$ cat config.mk
export PLATFORM = sky130hd
export DESIGN_NAME = rv_multicycle_ctrl
export DESIGN_NICKNAME = d
export VERILOG_FILES = /design/src/rtl/rv_multicycle_ctrl.sv
export SDC_FILE = /design/constraint.sdc
export NUM_CORES = 1
export LEC_CHECK = 0
export BUFFER_PORTS_ARGS = -buffer_cell sky130_fd_sc_hd__buf_2
export CAP_MARGIN = 10
export CORE_MARGIN = 3
export CORE_UTILIZATION = 40
export DETAILED_ROUTE_END_ITERATION = 10
export GPL_TIMING_DRIVEN = 0
export PLACE_DENSITY_LB_ADDON = 0.05
export SKIP_LAST_GASP = 1
export SYNTH_ARGS = -nofsm -noshare
export SYNTH_HDL_FRONTEND = slang
export SYNTH_SLANG_ARGS = --single-unit
$ cat constraint.sdc
create_clock -name clk -period 2.53 [get_ports clk]
set_input_delay 0 -clock clk [delete_from_list [all_inputs] [get_ports clk]]
set_output_delay 0 -clock clk [all_outputs]
set_load 0.01 [all_outputs]
$ cat src/rtl/rv_multicycle_ctrl.sv
// Control FSM for the RV32I multicycle datapath: fetch, decode, execute, memory, writeback.
// Traps on unsupported opcodes and on memory handshakes that exceed MEM_TIMEOUT wait cycles.
module rv_multicycle_ctrl #(
   parameter int MEM_TIMEOUT = 16,
   parameter int CNT_W       = 32
) (
   input  logic             clk,
   input  logic             rst,
   input  logic [6:0]       opcode_i,
   input  logic             branch_taken_i,
   input  logic             mem_ready_i,
   output logic             imem_req_o,
   output logic             ir_we_o,
   output logic             pc_we_o,
   output logic             pc_sel_o,
   output logic             dmem_req_o,
   output logic             dmem_we_o,
   output logic             reg_write_o,
   output logic [1:0]       wb_sel_o,
   output logic             alu_src_o,
   output logic [1:0]       alu_op_o,
   output logic [1:0]       fault_o,
   output logic [2:0]       state_o,
   output logic [CNT_W-1:0] instret_o
);

   localparam logic [2:0] ST_FETCH  = 3'd0;
   localparam logic [2:0] ST_DECODE = 3'd1;
   localparam logic [2:0] ST_EXEC   = 3'd2;
   localparam logic [2:0] ST_MEM    = 3'd3;
   localparam logic [2:0] ST_WB     = 3'd4;
   localparam logic [2:0] ST_TRAP   = 3'd5;

   localparam logic [6:0] OP_R      = 7'b0110011;
   localparam logic [6:0] OP_I      = 7'b0010011;
   localparam logic [6:0] OP_LOAD   = 7'b0000011;
   localparam logic [6:0] OP_STORE  = 7'b0100011;
   localparam logic [6:0] OP_BRANCH = 7'b1100011;
   localparam logic [6:0] OP_LUI    = 7'b0110111;
   localparam logic [6:0] OP_JAL    = 7'b1101111;

   localparam logic [7:0] WAIT_LAST = 8'(MEM_TIMEOUT - 1);

   logic [2:0]       state_q, state_d;
   logic [6:0]       op_q, op_d;
   logic [7:0]       wait_cnt_q, wait_cnt_d;
   logic [1:0]       fault_q, fault_d;
   logic [CNT_W-1:0] instret_q;
   logic             opcode_legal;

   assign state_o   = state_q;
   assign fault_o   = fault_q;
   assign instret_o = instret_q;

   always_comb begin
      case (opcode_i)
         OP_R, OP_I, OP_LOAD, OP_STORE, OP_BRANCH, OP_LUI, OP_JAL: opcode_legal = 1'b1;
         default:                                                  opcode_legal = 1'b0;
      endcase
   end

   always_ff @(posedge clk) begin
      if (!rst) begin
         state_q    <= ST_FETCH;
         op_q       <= '0;
         wait_cnt_q <= '0;
         fault_q    <= '0;
         instret_q  <= '0;
      end else begin
         state_q    <= state_d;
         op_q       <= op_d;
         wait_cnt_q <= wait_cnt_d;
         fault_q    <= fault_d;
         if (pc_we_o) instret_q <= instret_q + CNT_W'(1);
      end
   end

   // wait_cnt defaults to zero so it clears on every transition and outside memory states.
   always_comb begin
      state_d    = state_q;
      op_d       = op_q;
      wait_cnt_d = '0;
      fault_d    = fault_q;
      case (state_q)
         ST_FETCH: begin
            if (mem_ready_i) begin
               state_d = ST_DECODE;
            end else if (wait_cnt_q == WAIT_LAST) begin
               state_d = ST_TRAP;
               fault_d = 2'd2;
            end else begin
               wait_cnt_d = wait_cnt_q + 8'd1;
            end
         end
         ST_DECODE: begin
            op_d = opcode_i;
            if (opcode_legal) begin
               state_d = ST_EXEC;
            end else begin
               state_d = ST_TRAP;
               fault_d = 2'd1;
            end
         end
         ST_EXEC: begin
            case (op_q)
               OP_R, OP_I:              state_d = ST_WB;
               OP_LOAD, OP_STORE:       state_d = ST_MEM;
               OP_BRANCH, OP_JAL, OP_LUI: state_d = ST_FETCH;
               default: begin
                  state_d = ST_TRAP;
                  fault_d = 2'd1;
               end
            endcase
         end
         ST_MEM: begin
            if (mem_ready_i) begin
               state_d = (op_q == OP_STORE) ? ST_FETCH : ST_WB;
            end else if (wait_cnt_q == WAIT_LAST) begin
               state_d = ST_TRAP;
               fault_d = 2'd3;
            end else begin
               wait_cnt_d = wait_cnt_q + 8'd1;
            end
         end
         ST_WB:   state_d = ST_FETCH;
         ST_TRAP: state_d = ST_TRAP;
         default: begin
            state_d = ST_TRAP;
            fault_d = 2'd1;
         end
      endcase
   end

   always_comb begin
      imem_req_o  = 1'b0;
      ir_we_o     = 1'b0;
      pc_we_o     = 1'b0;
      pc_sel_o    = 1'b0;
      dmem_req_o  = 1'b0;
      dmem_we_o   = 1'b0;
      reg_write_o = 1'b0;
      wb_sel_o    = 2'd0;
      alu_src_o   = 1'b0;
      alu_op_o    = 2'd0;
      if (rst) begin
         case (state_q)
            ST_FETCH: begin
               imem_req_o = 1'b1;
               ir_we_o    = mem_ready_i;
            end
            ST_EXEC: begin
               alu_src_o = !(op_q == OP_R || op_q == OP_BRANCH);
               case (op_q)
                  OP_R, OP_I: alu_op_o = 2'd1;
                  OP_BRANCH: begin
                     alu_op_o = 2'd2;
                     pc_we_o  = 1'b1;
                     pc_sel_o = branch_taken_i;
                  end
                  OP_JAL: begin
                     reg_write_o = 1'b1;
                     wb_sel_o    = 2'd2;
                     pc_we_o     = 1'b1;
                     pc_sel_o    = 1'b1;
                  end
                  OP_LUI: begin
                     reg_write_o = 1'b1;
                     wb_sel_o    = 2'd3;
                     pc_we_o     = 1'b1;
                  end
                  default: alu_op_o = 2'd0;
               endcase
            end
            ST_MEM: begin
               dmem_req_o = 1'b1;
               dmem_we_o  = (op_q == OP_STORE);
               alu_src_o  = 1'b1;
               pc_we_o    = mem_ready_i && (op_q == OP_STORE);
            end
            ST_WB: begin
               reg_write_o = 1'b1;
               pc_we_o     = 1'b1;
               if (op_q == OP_LOAD) begin
                  wb_sel_o  = 2'd1;
                  alu_src_o = 1'b1;
               end else begin
                  alu_op_o  = 2'd1;
                  alu_src_o = (op_q == OP_I);
               end
            end
            default: ;
         endcase
      end
   end

endmodule

Yosys cells after proc, flatten, opt, wreduce, memory -nomap -nowiden
Cells that the tools add are included.
{"block": "totals", "inputBits": 11, "reg_bits": 52}
{"block": "op_classes", "n_mux": 43, "n_reduce_logical": 14, "bitwise": 3, "n_addsub": 2, "eq_ne": 26}
{"cell": "== test 7 x 6 -> 1 bit (second input constant)", "count": 6}
{"cell": "adder 32 x 1 -> 32 bit (second input constant)", "count": 1}
{"cell": "== test 7 bit (second input constant)", "count": 4}
{"cell": "two-way mux 1 bit", "count": 19}
{"cell": "two-way mux 2 bit", "count": 8}
{"cell": "one-hot mux 2 bit (2 select lines)", "count": 4}
{"cell": "two-way mux 3 bit", "count": 5}
{"cell": "one-hot mux 3 bit (5 select lines)", "count": 1}
{"cell": "== test 7 x 2 -> 1 bit (second input constant)", "count": 2}
{"cell": "== test 7 x 5 -> 1 bit (second input constant)", "count": 2}
{"cell": "OR reduction 7 bit", "count": 2}
{"cell": "!= test 2 bit (second input constant)", "count": 6}
{"cell": "one-hot mux 2 bit (5 select lines)", "count": 1}
{"cell": "OR reduction 2 bit", "count": 5}
{"cell": "one-hot mux 3 bit (3 select lines)", "count": 1}
{"cell": "adder 8 x 1 -> 8 bit (second input constant)", "count": 1}
{"cell": "== test 8 x 4 -> 1 bit (second input constant)", "count": 1}
{"cell": "AND reduction 7 bit", "count": 1}
{"cell": "== test 3 x 2 -> 1 bit (second input constant)", "count": 2}
{"cell": "== test 3 bit (second input constant)", "count": 2}
{"cell": "one-hot mux 1 bit (3 select lines)", "count": 2}
{"cell": "one-hot mux 1 bit (2 select lines)", "count": 2}
{"cell": "OR reduction 4 bit", "count": 1}
{"cell": "== test 3 x 1 -> 1 bit (second input constant)", "count": 1}
{"cell": "other kinds (6)", "count": 8}

Depth between registers and ports, before layout
Gate-level depths: netlist (run 1).
{"block": "depth", "ltp_word": 5, "ltp_mapped": 8, "depth_no_buf": 6}

Worst setup path before layout (run 1)
OpenSTA, ideal clock, no wires.
{"block": "synth_timing", "kind": "register to register", "start": "reg state_q[2] (netlist: state_o[2])", "end": "reg instret_q[16] (netlist: instret_o[16])", "stages_incl_launch_ff": 8, "setup_ps": 72, "synth_period_minus_slack_ps": 1952, "arrival_ps": 1880, "path_slack_ps": 578, "path_cell_list": "dfxtp_1 > buf_4 > or3b_1 > buf_6 > a21oi_4 > nand3_4 > a2111oi_2 > mux2i_1"}
{"block": "synth_via", "elab_chain_len": 3, "elab_cells_between_ends": 5, "cone_classes": "3 x eq/ne; 2 x mux"}
{"element": "start: declaration", "line_no": "44", "rtl": "logic [2:0] state_q, state_d;"}
{"element": "start signal: assignment", "line_no": "70", "rtl": "state_q <= state_d;"}
{"element": "== test 3 bit / == test 3 x 2 -> 1 bit (equally long branches)", "line_no": "146", "rtl": "case (state_q)"}
{"element": "one-hot mux 1 bit (3 select lines) *", "line_no": "146"}
{"element": "two-way mux 1 bit *", "line_no": "145", "rtl": "if (rst) begin"}
{"element": "end signal: assignment", "line_no": "74", "rtl": "if (pc_we_o) instret_q <= instret_q + CNT_W'(1);"}
{"element": "end: declaration", "line_no": "48", "rtl": "logic [CNT_W-1:0] instret_q;"}
Mark *: on every way between the ends. The rest lies on a longest branch, timed or not.
A chain may end at the register's enable or synchronous reset.

Worst setup path after layout (run 1)
{"block": "layout_timing", "start": "reg instret_q[5] (netlist: instret_o[5])", "end": "reg instret_q[31] (netlist: instret_o[31])"}
{"block": "layout_via", "elab_chain_len": 1}
{"element": "adder 32 x 1 -> 32 bit", "line_no": "74"}
No other way between the ends.

==> reports/qor.csv, run 1 <==
stage;metric;value;unit
status;status;complete, no violations;
run;drv_cap;0;
pwr;cell_leakage_power;1.44;nW
critical_path;worstPathArrival;2.59;ns
timing;post-route-period-util;92.5;%
routing;number_of_design_rule_violations_left_after_detail_routing;0;
grt;grt-ovfl-total;0;
pwr;cellPowerDensity;442;nW/µm²
floorplanning;chipHeight;96.3;µm
floorplanning;floorplan.initialDensity;41.7;%
final_layout;layout.cells.most_common_list;sky130_fd_sc_hd__buf_2 (63), sky130_fd_sc_hd__nand2_1 (57), sky130_fd_sc_hd__dfxtp_1 (52);
grt;gr-usage-all-layers;19.8;%
final_layout;net_count_final;486;
synthesis;yosysSeqAreaShare;32.0;%
floorplanning;dieArea;9260;µm²
clock_network;clk-insertion-delay-late;0.32;ns
floorplanning;dieWidth;96.3;µm
routing;initial_drc_count;124;
grt;maximum_number_of_pins_on_one_net_before_global_route_repair;17;
final_layout;antennaDiodeCount;0;
pwr;swShare;28.1;%
hold_path;min-delay-path-class;in2reg;
synthesis;synth_enable_flop_cells;0;
critical_path;crit_path_launch_type;flip-flop;
synthesis;synth.avg_cell_area;8.08;µm²
pwr;combinationalPowerShare;14.5;%
critical_path;cp_max_fo;10;
synthesis;post_synthesis_cell_area;3260;µm²
critical_path;startpoint_to_endpoint_class_of_the_critical_path;reg2reg;
place;io_buffers;58;
timing;max_transition_margin;50.7;%
synthesis;synthesis.nets;416;
clock_network;clock_path_buffers;2;
routing;drt-vias-per-instance;5.39;
critical_path;worst-endpoint-required;2.78;ns
final_layout;layout-area-overhead-vs-synth;17.9;%
pwr;cell_internal_pwr;1.22;mW
routing;dr.pass1.iters;4;
floorplanning;placement_rows;32;
floorplanning;core-area;7810;µm²
clock_network;tritoncts;done;
final_layout;drive_above_1_share;20.3;%
hold_path;min_delay_path_depth;3;
routing;drt-wirelength-per-cell;15.2;µm
place;dp_hpwl;6550;µm
timing;skew;0.00528;ns
timing;fmax;427;MHz
grt;antenna_found_initial;0;
pwr;p_seq_share;50.2;%
pwr;p_switching;477;µW
synthesis;synth-seq-cells;52;
synthesis;synth_cells;403;
clock_network;numCtsBuffers;5;
timing;fin_ws;0.190;ns
place;post_place_setup_slack;0.218;ns
timing;setup_viol;0;
routing;wl;8780;µm
final_layout;most_common_library_cell_in_the_layout_ignoring_fill_and_taps;sky130_fd_sc_hd__buf_2;
timing;max_slew.worst_pin.slew;0.736;ns
timing;finalSetupTns;0;ns
routing;num_vias;3105;
pwr;ir_drop;0.285;mV
final_layout;filler_cells_inserted;828;
timing;unrepaired_setup_endpoints_after_global_routing;false;
critical_path;worst_r2r_path_depth;6;
final_layout;final_core_util;49.2;%
timing;timing_hold_violations_final;0;
grt;grt_pass1_vias;2927;
synthesis;synthFlopType;sky130_fd_sc_hd__dfxtp_1;
routing;route.antenna.remaining_nets;0;
final_layout;regArea;1040;µm²
grt;grt_pass1_wl;14500;µm
floorplanning;boundaryPins;60;
timing;slew_viol_final;0;
final_layout;area_used_by_multi_input_combinational_logic;2040;µm²
pwr;power_frac_clock;35.4;%
synthesis;synth_async_sr_flop_share;0;%
timing;fin_crit;2.34;ns
synthesis;yosys.cell_types.count;51;
synthesis;ys_warn_count;0;
critical_path;worstSetupEndpointType;flip-flop;
clock_network;tritoncts_num_sinks;52;
place;finalWeightedCongestion;0.840;
clock_network;worst_path_clk_slew;0.10;ns
clock_network;cts-htree-levels;2;
clock_network;ctsRootBufferMaster;sky130_fd_sc_hd__clkbuf_8;
kinds of logic after synthesis:
kind of cell | after synthesis | share of synthesized area [%]
compound gates | 64 | 15.4
mux | 42 | 12.9
fa+ha+maj | 2 | 0.768
simple gates | 193 | 31.1
xor+xnor | 9 | 2.42
flops | 52 | 32.0
buf+inv | 41 | 5.49
power groups by stage:
| stage | sequential, mW | combinational [mW] | clock (mW) |
|---|---|---|---|
| 2_1_floorplan | 0.870 | 0.167 | 0 |
| 3_3_place_gp | 0.869 | 0.238 | 0 |
| 3_5_place_dp | 0.870 | 0.239 | 0 |
| 4_1_cts | 0.851 | 0.247 | 0.614 |
| 5_1_grt | 0.854 | 0.276 | 0.644 |
| 6_report | 0.851 | 0.245 | 0.600 |
through the flow:
step | hold WS, ns | cell area, µm² | std cells | total power, mW
6_report | 0.0141 | 3840 | 576 | 1.70
5_1_grt | 0.0403 | 3840 | 576 | 1.77
4_1_cts | 0.0231 | 3840 | 576 | 1.71
3_5_place_dp | 0.266 | 3680 | 563 | 1.11
3_3_place_gp | 0.255 | 3680 | 563 | 1.11
2_1_floorplan | 0.126 | 3260 | 403 | 1.04
what timing repair did:
action                     CTS  global route
hold buffers                 5             0
setup endpoints to repair    0             1
setup buffers                0             0
hold endpoints to repair     5             0
resized for setup            0             1
registers in the layout (all words and copies together), names as in the netlist:
register    count
fault_o         2
instret_o      32
op_q            7
state_o         3
wait_cnt_q      8
synth_stat cells (2+ instances only):
cell                        instances  area [µm²]
sky130_fd_sc_hd__xnor2_1            6        52.6
sky130_fd_sc_hd__nor2b_1            2        12.5
sky130_fd_sc_hd__a311oi_1           3        26.3
sky130_fd_sc_hd__nand2b_1          28         175
sky130_fd_sc_hd__nand4_1           14        87.6
sky130_fd_sc_hd__a31oi_1            2        12.5
sky130_fd_sc_hd__dfxtp_1           52        1040
sky130_fd_sc_hd__clkbuf_1          20        75.1
sky130_fd_sc_hd__a2111oi_2          7         105
sky130_fd_sc_hd__a21oi_1           21         105
sky130_fd_sc_hd__and3_1            11        68.8
sky130_fd_sc_hd__nand3_1           26         130
sky130_fd_sc_hd__o22ai_1            2        12.5
sky130_fd_sc_hd__ha_1               2        25.0
sky130_fd_sc_hd__buf_2              5        25.0
sky130_fd_sc_hd__and2_1             2        12.5
sky130_fd_sc_hd__o21ai_0            5        25.0
sky130_fd_sc_hd__nand2_1           57         214
sky130_fd_sc_hd__nor2_1            27         101
sky130_fd_sc_hd__nor4_1             4        25.0
sky130_fd_sc_hd__nor3_2             3        30.0
sky130_fd_sc_hd__a211oi_1          12        90.1
sky130_fd_sc_hd__nor3_1             6        30.0
sky130_fd_sc_hd__a2111oi_0          2        17.5
sky130_fd_sc_hd__inv_1             11        41.3
sky130_fd_sc_hd__buf_4              3        22.5
sky130_fd_sc_hd__or2_2              2        12.5
sky130_fd_sc_hd__and4_1             3        26.3
sky130_fd_sc_hd__mux2i_1           41         410
sky130_fd_sc_hd__xor2_1             3        26.3
worst paths after layout:
kind	startpoint	end	slack, ns
setup reg to reg	instret_o[5]	instret_o[31]	0.19
hold / removal	opcode_i[2]	op_q[2]	0.01
hold reg to reg	wait_cnt_q[0]	wait_cnt_q[0]	0.45
setup / recovery	instret_o[5]	instret_o[31]	0.19
area by class of cell:
class / instances / share of cell area, %
Multi-Input combinational cell: 310 / 53.1
Sequential cell: 52 / 27.1
Timing Repair Buffer: 63 / 8.86
Buffer: 30 / 3.58
Tap cell: 102 / 3.32
Clock buffer: 5 / 1.79
Clock inverter: 3 / 1.11
Inverter: 11 / 1.08
routing by layer:
| layer | global-route usage (%) | up-vias | share of wire, % |
|---|---|---|---|
| met3 | 3.75 | 6 | 5.4 |
| met2 | 29.2 | 72 | 42 |
| met1 | 29.5 | 1438 | 51 |
| li1 | - | 1589 | - |
| met4 | 4.74 | 0 | 0.84 |
| met5 | 0 | - | 0 |
critical path, cell delays in order, from the launching register on:
cell and delay, ns:
sky130_fd_sc_hd__dfxtp_1 0.50, sky130_fd_sc_hd__nand4_2 0.25, sky130_fd_sc_hd__nor4_1 0.56, sky130_fd_sc_hd__buf_2 0.31
sky130_fd_sc_hd__nand3_1 0.12, sky130_fd_sc_hd__a211oi_1 0.32, sky130_fd_sc_hd__mux2i_1 0.21
Note: power is estimated with default switching activity, not from simulation.
==> run 2: changes to the inputs <==
Settings changed: ABC_AREA set to 1.
==> run 2 against run 1 <==
Non-clock buffer count decreased by 16; final cell count increased by 25%; first-iteration DRC count decreased by 15%; sequential power increased by 12%; largest power group unchanged; combinational power increased by 130%; hold slack got worse by 0.0024 ns; critical endpoint is now instret_o[26].
==> reports/qor.csv, run 2 <==
stage;metric;value;unit;change
routing;number_of_design_rule_violations_left_after_detail_routing;0;;unchanged
grt;gr-usage-all-layers;19.8;%;-0.024 points
timing;setup_viol;0;;unchanged
hold_path;hold-path-endpoint;op_q[4];;
floorplanning;dieWidth;97.1;µm;+0.84%
timing;max_slew.worst_pin.slew;0.591;ns;-0.145 ns
routing;drt-vias-per-instance;4.92;;-8.6%
pwr;cell_leakage_power;1.55;nW;+7.8%
routing;initial_drc_count;106;;-15%
hold_path;hold_path_origin;opcode_i[4];;
floorplanning;core-area;7890;µm²;+1.0%
synthesis;netlist.area_leader.share;31.4;%;-0.57 points
final_layout;regArea;1040;µm²;unchanged
timing;unrepaired_setup_endpoints_after_global_routing;false;;
synthesis;synth_area_leaders;sky130_fd_sc_hd__dfxtp_1 (31%), sky130_fd_sc_hd__nand2_1 (20%), sky130_fd_sc_hd__nor2_1 (9.7%), sky130_fd_sc_hd__nand3_1 (8.9%), sky130_fd_sc_hd__a21oi_1 (5.9%);;
timing;post-route-period-util;74.9;%;-18 points
final_layout;layout.cells.most_common_list;sky130_fd_sc_hd__nand2_1 (174), sky130_fd_sc_hd__nor2_1 (86), sky130_fd_sc_hd__buf_2 (62);;
synthesis;most_common_cell_in_the_synthesized_netlist;sky130_fd_sc_hd__nand2_1;;
critical_path;worst_r2r_path_depth;9;;+3
grt;antenna_found_initial;0;;unchanged
synthesis;synthesis.nets;560;;+35%
timing;fmax;528;MHz;+23%
synthesis;ys_warn_count;0;;unchanged
clock_network;clk-insertion-delay-late;0.31;ns;about the same
critical_path;worstPathArrival;2.14;ns;-0.45 ns
critical_path;worst-endpoint-required;2.78;ns;about the same
floorplanning;floorplan.initialDensity;42.1;%;+0.32 points
critical_path;r2r_end;instret_o[26];;
critical_path;crit_path_launch_type;flip-flop;;
critical_path;timing.reg2reg.setup_slack;0.63;ns;+0.44 ns
place;io_buffers;58;;unchanged
clock_network;clock_path_buffers;2;;unchanged
hold_path;min-delay-path-class;in2reg;;
timing;max_transition_margin;60.6;%;+10 points
synthesis;synth-seq-cells;52;;unchanged
pwr;ir_drop;0.289;mV;+1.4%
clock_network;worst_path_clk_slew;0.11;ns;about the same
synthesis;yosysSeqAreaShare;31.4;%;-0.57 points
synthesis;post_synthesis_cell_area;3320;µm²;+1.8%
floorplanning;dieArea;9420;µm²;+1.7%
grt;grt_pass1_vias;3355;;+15%
floorplanning;chipHeight;97.1;µm;+0.84%
timing;fin_crit;1.90;ns;-0.444 ns
timing;skew;0.00787;ns;+0.00259 ns
final_layout;filler_cells_inserted;836;;+0.97%
critical_path;startpoint_to_endpoint_class_of_the_critical_path;reg2reg;;
final_layout;area_used_by_multi_input_combinational_logic;1990;µm²;-2.5%
clock_network;ctsRootBufferMaster;sky130_fd_sc_hd__clkbuf_8;;
floorplanning;boundaryPins;60;;unchanged
timing;timing_hold_violations_final;0;;unchanged
clock_network;cts-htree-levels;2;;unchanged
place;placed_cell_area;3730;µm²;+1.6%
timing;finalSetupTns;0;ns;unchanged
synthesis;synthTopCellsByCount;sky130_fd_sc_hd__nand2_1 (174), sky130_fd_sc_hd__nor2_1 (86), sky130_fd_sc_hd__nand3_1 (59);;
final_layout;most_common_library_cell_in_the_layout_ignoring_fill_and_taps;sky130_fd_sc_hd__nand2_1;;
critical_path;critical_path.reg2reg.startpoint;instret_o[0];;
routing;route.antenna.remaining_nets;0;;unchanged
final_layout;largest_register_ffs;32;;unchanged
routing;dr.pass1.iters;4;;unchanged
grt;grt-ovfl-total;0;;unchanged
run;drv_cap;0;;unchanged
synthesis;synth_async_sr_flop_share;0;%;unchanged
routing;num_vias;3536;;+14%
synthesis;synthFlopType;sky130_fd_sc_hd__dfxtp_1;;
clock_network;tritoncts_num_sinks;52;;unchanged
status;status;complete, no violations;;
grt;maximum_number_of_pins_on_one_net_before_global_route_repair;18;;+1
critical_path;cp_max_fo;8;;-2
final_layout;layout-area-overhead-vs-synth;16.3;%;
final_layout;antennaDiodeCount;0;;unchanged
synthesis;synth.avg_cell_area;6.06;µm²;-25%
synthesis;synth_enable_flop_cells;0;;unchanged
clock_network;tritoncts;done;;
grt;grt_pass1_wl;15700;µm;+7.9%
final_layout;finish.instance_area;3860;µm²;+0.46%
timing;slew_viol_final;0;;unchanged
routing;wl;9390;µm;+7.0%
hold_path;min_delay_path_depth;3;;unchanged
pwr;cellPowerDensity;522;nW/µm²;+18%
place;dp_hpwl;7330;µm;+12%
synthesis;yosys.cell_types.count;29;;-43%
final_layout;drive_above_1_share;16.1;%;-4.2 points
floorplanning;placement_rows;32;;unchanged
place;finalWeightedCongestion;0.919;;+9.4%
synthesis;synth_top_area_cell;sky130_fd_sc_hd__dfxtp_1;;
final_layout;net_count_final;628;;+29%
critical_path;worstSetupEndpointType;flip-flop;;
routing;drt-wirelength-per-cell;13.1;µm;-14%
clock_network;numCtsBuffers;5;;unchanged
synthesis;synth_cells;547;;+36%
-- run 2: area by class of cell --
class                   instances  share of cell area [%]
clock inverters                 3                   0.616
inverters                      47                    4.57
well taps                     102                    3.31
clock buffers                   5                    1.78
repair buffers                 61                    8.30
multi-input cells             432                    51.6
flip-flops and latches         52                    27.0
plain buffers                  16                    2.85
-- run 2: cell families (layout without fill, tap and decap cells) --
kind of cell             count (synthesis)  in the layout  share of synthesized area [%]
AND/OR/NAND/NOR                        345            345                           44.2
AO/OA/AOI/OAI                           70             70                           11.1
buffers and inverters                   63            132                           8.64
flip-flops                              52             52                           31.4
XOR/XNOR                                15             15                           3.96
adder cells (fa/ha/maj)                  2              2                          0.754
-- run 2: worst max path at each step --
stage | from | to | cells after the start
floorplan | instret_o[0] | instret_o[10] | 8
global placement | instret_o[0] | instret_o[26] | 9
detailed placement | instret_o[0] | instret_o[10] | 8
CTS | instret_o[0] | instret_o[26] | 9
global route | instret_o[0] | instret_o[10] | 8
finish | instret_o[0] | instret_o[26] | 9
-- run 2: timing repair --
item | CTS | global route
hold endpoints to repair | 3 | 0
setup buffers | 0 | 0
resized for setup | 0 | 0
hold buffers | 3 | 0
-- run 2: where the power goes --
part / switching [mW] / internal, mW
sequential: 0.0672 / 0.886
clock: 0.307 / 0.197
combinational: 0.358 / 0.197
total: 0.732 / 1.28
-- run 2: metal layers --
metal  vias up  GRT usage [%]  share of wire, %
li1       1882              -                 -
met1      1565           24.5                46
met2        77           34.6                47
met3        12           3.73               4.5
met4         0           6.48               2.0
met5         -              0                 0
-- run 2: worst max-delay path, cell delays in order, from the launching register on --
cell	delay (ns)
sky130_fd_sc_hd__dfxtp_1	0.50
sky130_fd_sc_hd__ha_1	0.33
sky130_fd_sc_hd__nand3_2	0.16
sky130_fd_sc_hd__inv_2	0.14
sky130_fd_sc_hd__nand2_2	0.10
sky130_fd_sc_hd__nor2_2	0.21
sky130_fd_sc_hd__nand3_1	0.11
sky130_fd_sc_hd__nand2_1	0.08
sky130_fd_sc_hd__nand3_1	0.06
sky130_fd_sc_hd__a21oi_1	0.13
-- run 2: per-stage QoR --
stage | std cells | setup slack (ns) | hold slack, ns | power [mW] | utilization, %
detailed placement | 707 | 0.638 | 0.272 | 1.53 | 47.4
global placement | 707 | 0.624 | 0.268 | 1.52 | 47.4
floorplan | 547 | 0.955 | 0.143 | 1.36 | -
finish | 718 | 0.634 | 0.0117 | 2.01 | 48.9
global route | 718 | 0.419 | 0.0158 | 2.15 | 48.9
CTS | 718 | 0.619 | 0.0000245 | 2.04 | 48.9
==> run 3: changes to the inputs <==
Clock period 2.53 ns to 1.65 ns, I/O delays scaled along.
==> run 3 against run 2 <==
First-iteration DRC count up 8.5%; utilization grew 3.4 points; critical path type is now reg2out; routed wire length increased by 4.9%; critical endpoint is now pc_we_o; via count grew 3.6%; design area up 6.9%; flip-flop and latch count unchanged.
==> reports/qor.csv, run 3 (synthesis gave the netlist of run 2 again) <==
stage;metric;value;unit;change
final_layout;area_used_by_multi_input_combinational_logic;2110;µm²;+5.9%
grt;maximum_number_of_pins_on_one_net_before_global_route_repair;18;;unchanged
final_layout;layout.cells.most_common_list;sky130_fd_sc_hd__nand2_1 (166), sky130_fd_sc_hd__nor2_1 (76), sky130_fd_sc_hd__buf_2 (62);;
critical_path;slowest_stage;sky130_fd_sc_hd__dfxtp_4;;
grt;grt_pass1_wl;15800;µm;+0.84%
final_layout;layout-area-overhead-vs-synth;24.4;%;
critical_path;crit_path_launch_type;flip-flop;;
timing;fin_crit;1.59;ns;
critical_path;critical_path.top_delay_family;simple AND/OR/NAND/NOR gates;;
pwr;ir_drop;0.483;mV;+67%
timing;max_slew.worst_pin.slew;0.590;ns;-0.000600 ns
critical_path;cp_max_fo;7;;-1
critical_path;worstSetupEndpointType;primary output;;
routing;initial_drc_count;115;;+8.5%
floorplanning;floorplan.initialDensity;42.1;%;unchanged
final_layout;drive_above_1_share;25.5;%;+9.4 points
floorplanning;chipHeight;97.1;µm;unchanged
floorplanning;core-area;7890;µm²;unchanged
final_layout;regArea;1080;µm²;+3.6%
critical_path;worst_path_largest_cell_delay;0.40;ns;-0.10 ns
routing;drt-wirelength-per-cell;13.4;µm;+2.8%
final_layout;net_count_final;643;;+2.4%
clock_network;clk-insertion-delay-late;0.31;ns;about the same
floorplanning;boundaryPins;60;;unchanged
status;status;complete, no violations;;
place;placed_cell_area;3730;µm²;unchanged
final_layout;filler_cells_inserted;803;;-3.9%
timing;setup_viol;0;;unchanged
clock_network;tritoncts_num_sinks;52;;unchanged
grt;grt_pass1_vias;3361;;+0.18%
timing;post-route-period-util;96.1;%;
clock_network;tritoncts;done;;
clock_network;clock_path_buffers;2;;unchanged
floorplanning;dieWidth;97.1;µm;unchanged
floorplanning;placement_rows;32;;unchanged
timing;fmax;630;MHz;
clock_network;ctsRootBufferMaster;sky130_fd_sc_hd__clkbuf_8;;
grt;gr-usage-all-layers;20.0;%;+0.18 points
timing;worst_hold_slack;0.00736;ns;-0.00431 ns
place;dp_hpwl;7330;µm;unchanged
routing;number_of_design_rule_violations_left_after_detail_routing;0;;unchanged
final_layout;finish.instance_area;4130;µm²;+6.9%
timing;max_transition_margin;60.6;%;about the same
clock_network;worst_path_clk_slew;0.10;ns;about the same
floorplanning;dieArea;9420;µm²;unchanged
routing;num_vias;3662;;+3.6%
routing;drt-vias-per-instance;5.00;;+1.4%
timing;skew;0.00678;ns;-0.00109 ns
pwr;cell_leakage_power;1.65;nW;+6.2%
routing;wl;9850;µm;+4.9%
timing;slew_viol_final;0;;unchanged
clock_network;cts-htree-levels;2;;unchanged
final_layout;largest_register_ffs;32;;unchanged
pwr;design_power_total;3.30;mW;+64%
timing;finalSetupTns;0;ns;unchanged
critical_path;worstPathArrival;1.59;ns;-0.55 ns
timing;timing_hold_violations_final;0;;unchanged
final_layout;most_common_library_cell_in_the_layout_ignoring_fill_and_taps;sky130_fd_sc_hd__nand2_1;;
hold_path;min-delay-path-class;in2reg;;
final_layout;antennaDiodeCount;0;;unchanged
clock_network;numCtsBuffers;5;;unchanged
routing;route.antenna.remaining_nets;0;;unchanged
pwr;cellPowerDensity;800;nW/µm²;+53%
grt;grt-ovfl-total;0;;unchanged
grt;antenna_found_initial;0;;unchanged
routing;dr.pass1.iters;4;;unchanged
final_layout;final_core_util;52.3;%;+3.4 points
place;io_buffers;58;;unchanged
run;drv_cap;0;;unchanged
place;finalWeightedCongestion;0.919;;unchanged
critical_path;startpoint_to_endpoint_class_of_the_critical_path;reg2out;;
timing;unrepaired_setup_endpoints_after_global_routing;true;;
critical_path;timing.critical_path.buf_inv;2;;+1
critical_path;worst-endpoint-required;1.65;ns;-1.13 ns
critical_path;worstPathCellList;nand2_1 > nor2_2 > nand2_2 > nand3_2 > nand2_2 > nand2_4 > nand2_4 > inv_1 > buf_2;;
-- run 3: cell type report --
class	count	area share (%)
multi-input combinational	432	51.1
sequential	52	26.1
timing repair buffer	76	10.5
inverter	47	4.28
tap	102	3.09
buffer	16	2.67
clock buffer	5	1.67
clock inverter	3	0.576
-- run 3: repair_timing --
action | CTS | global route
setup buffers | 0 | 15
gates resized for setup | 10 | 48
pin swaps | 0 | 5
hold buffers | 3 | 0
endpoints found under the setup margin | 11 | 35
hold endpoints to repair | 3 | 0
-- run 3: path summary, 6_finish.rpt --
| check | from | to | slack [ns] | depth (start not counted) |
|---|---|---|---|---|
| setup / recovery | op_q[5] | pc_we_o | 0.06 | 9 |
| hold / removal | opcode_i[4] | op_q[4] | 0.007 | 3 |
| setup reg to reg | op_q[5] | instret_o[18] | 0.10 | 10 |
| hold reg to reg | wait_cnt_q[0] | wait_cnt_q[0] | 0.42 | 1 |
-- run 3: per-layer routing --
metal | up-vias | GRT usage [%] | share of wire (%)
met4 | 0 | 5.83 | 2.1
met5 | - | 0 | 0
met1 | 1651 | 24.7 | 45
li1 | 1915 | - | -
met3 | 16 | 3.59 | 4.2
met2 | 80 | 35.3 | 48
-- run 3: worst register-to-register path, delay by kind of cell (launching register included) --
family | cells | cell delay, ns
AND/OR/NAND/NOR | 7 | 0.68
flip-flops | 1 | 0.40
AO/OA/AOI/OAI | 1 | 0.15
buffers and inverters | 2 | 0.25
-- run 3: power by group --
| group | internal [mW] | switching (mW) |
|---|---|---|
| combinational | 0.394 | 0.612 |
| sequential | 1.38 | 0.130 |
| clock | 0.302 | 0.479 |
| total | 2.08 | 1.22 |
-- run 3: through the flow --
stage,cells,setup WS (ns)
after floorplan,547,0.0748
after global placement,707,-0.256
after detailed placement,707,-0.242
after CTS,718,-0.00568
after global routing,733,-0.0748
final,733,0.0638
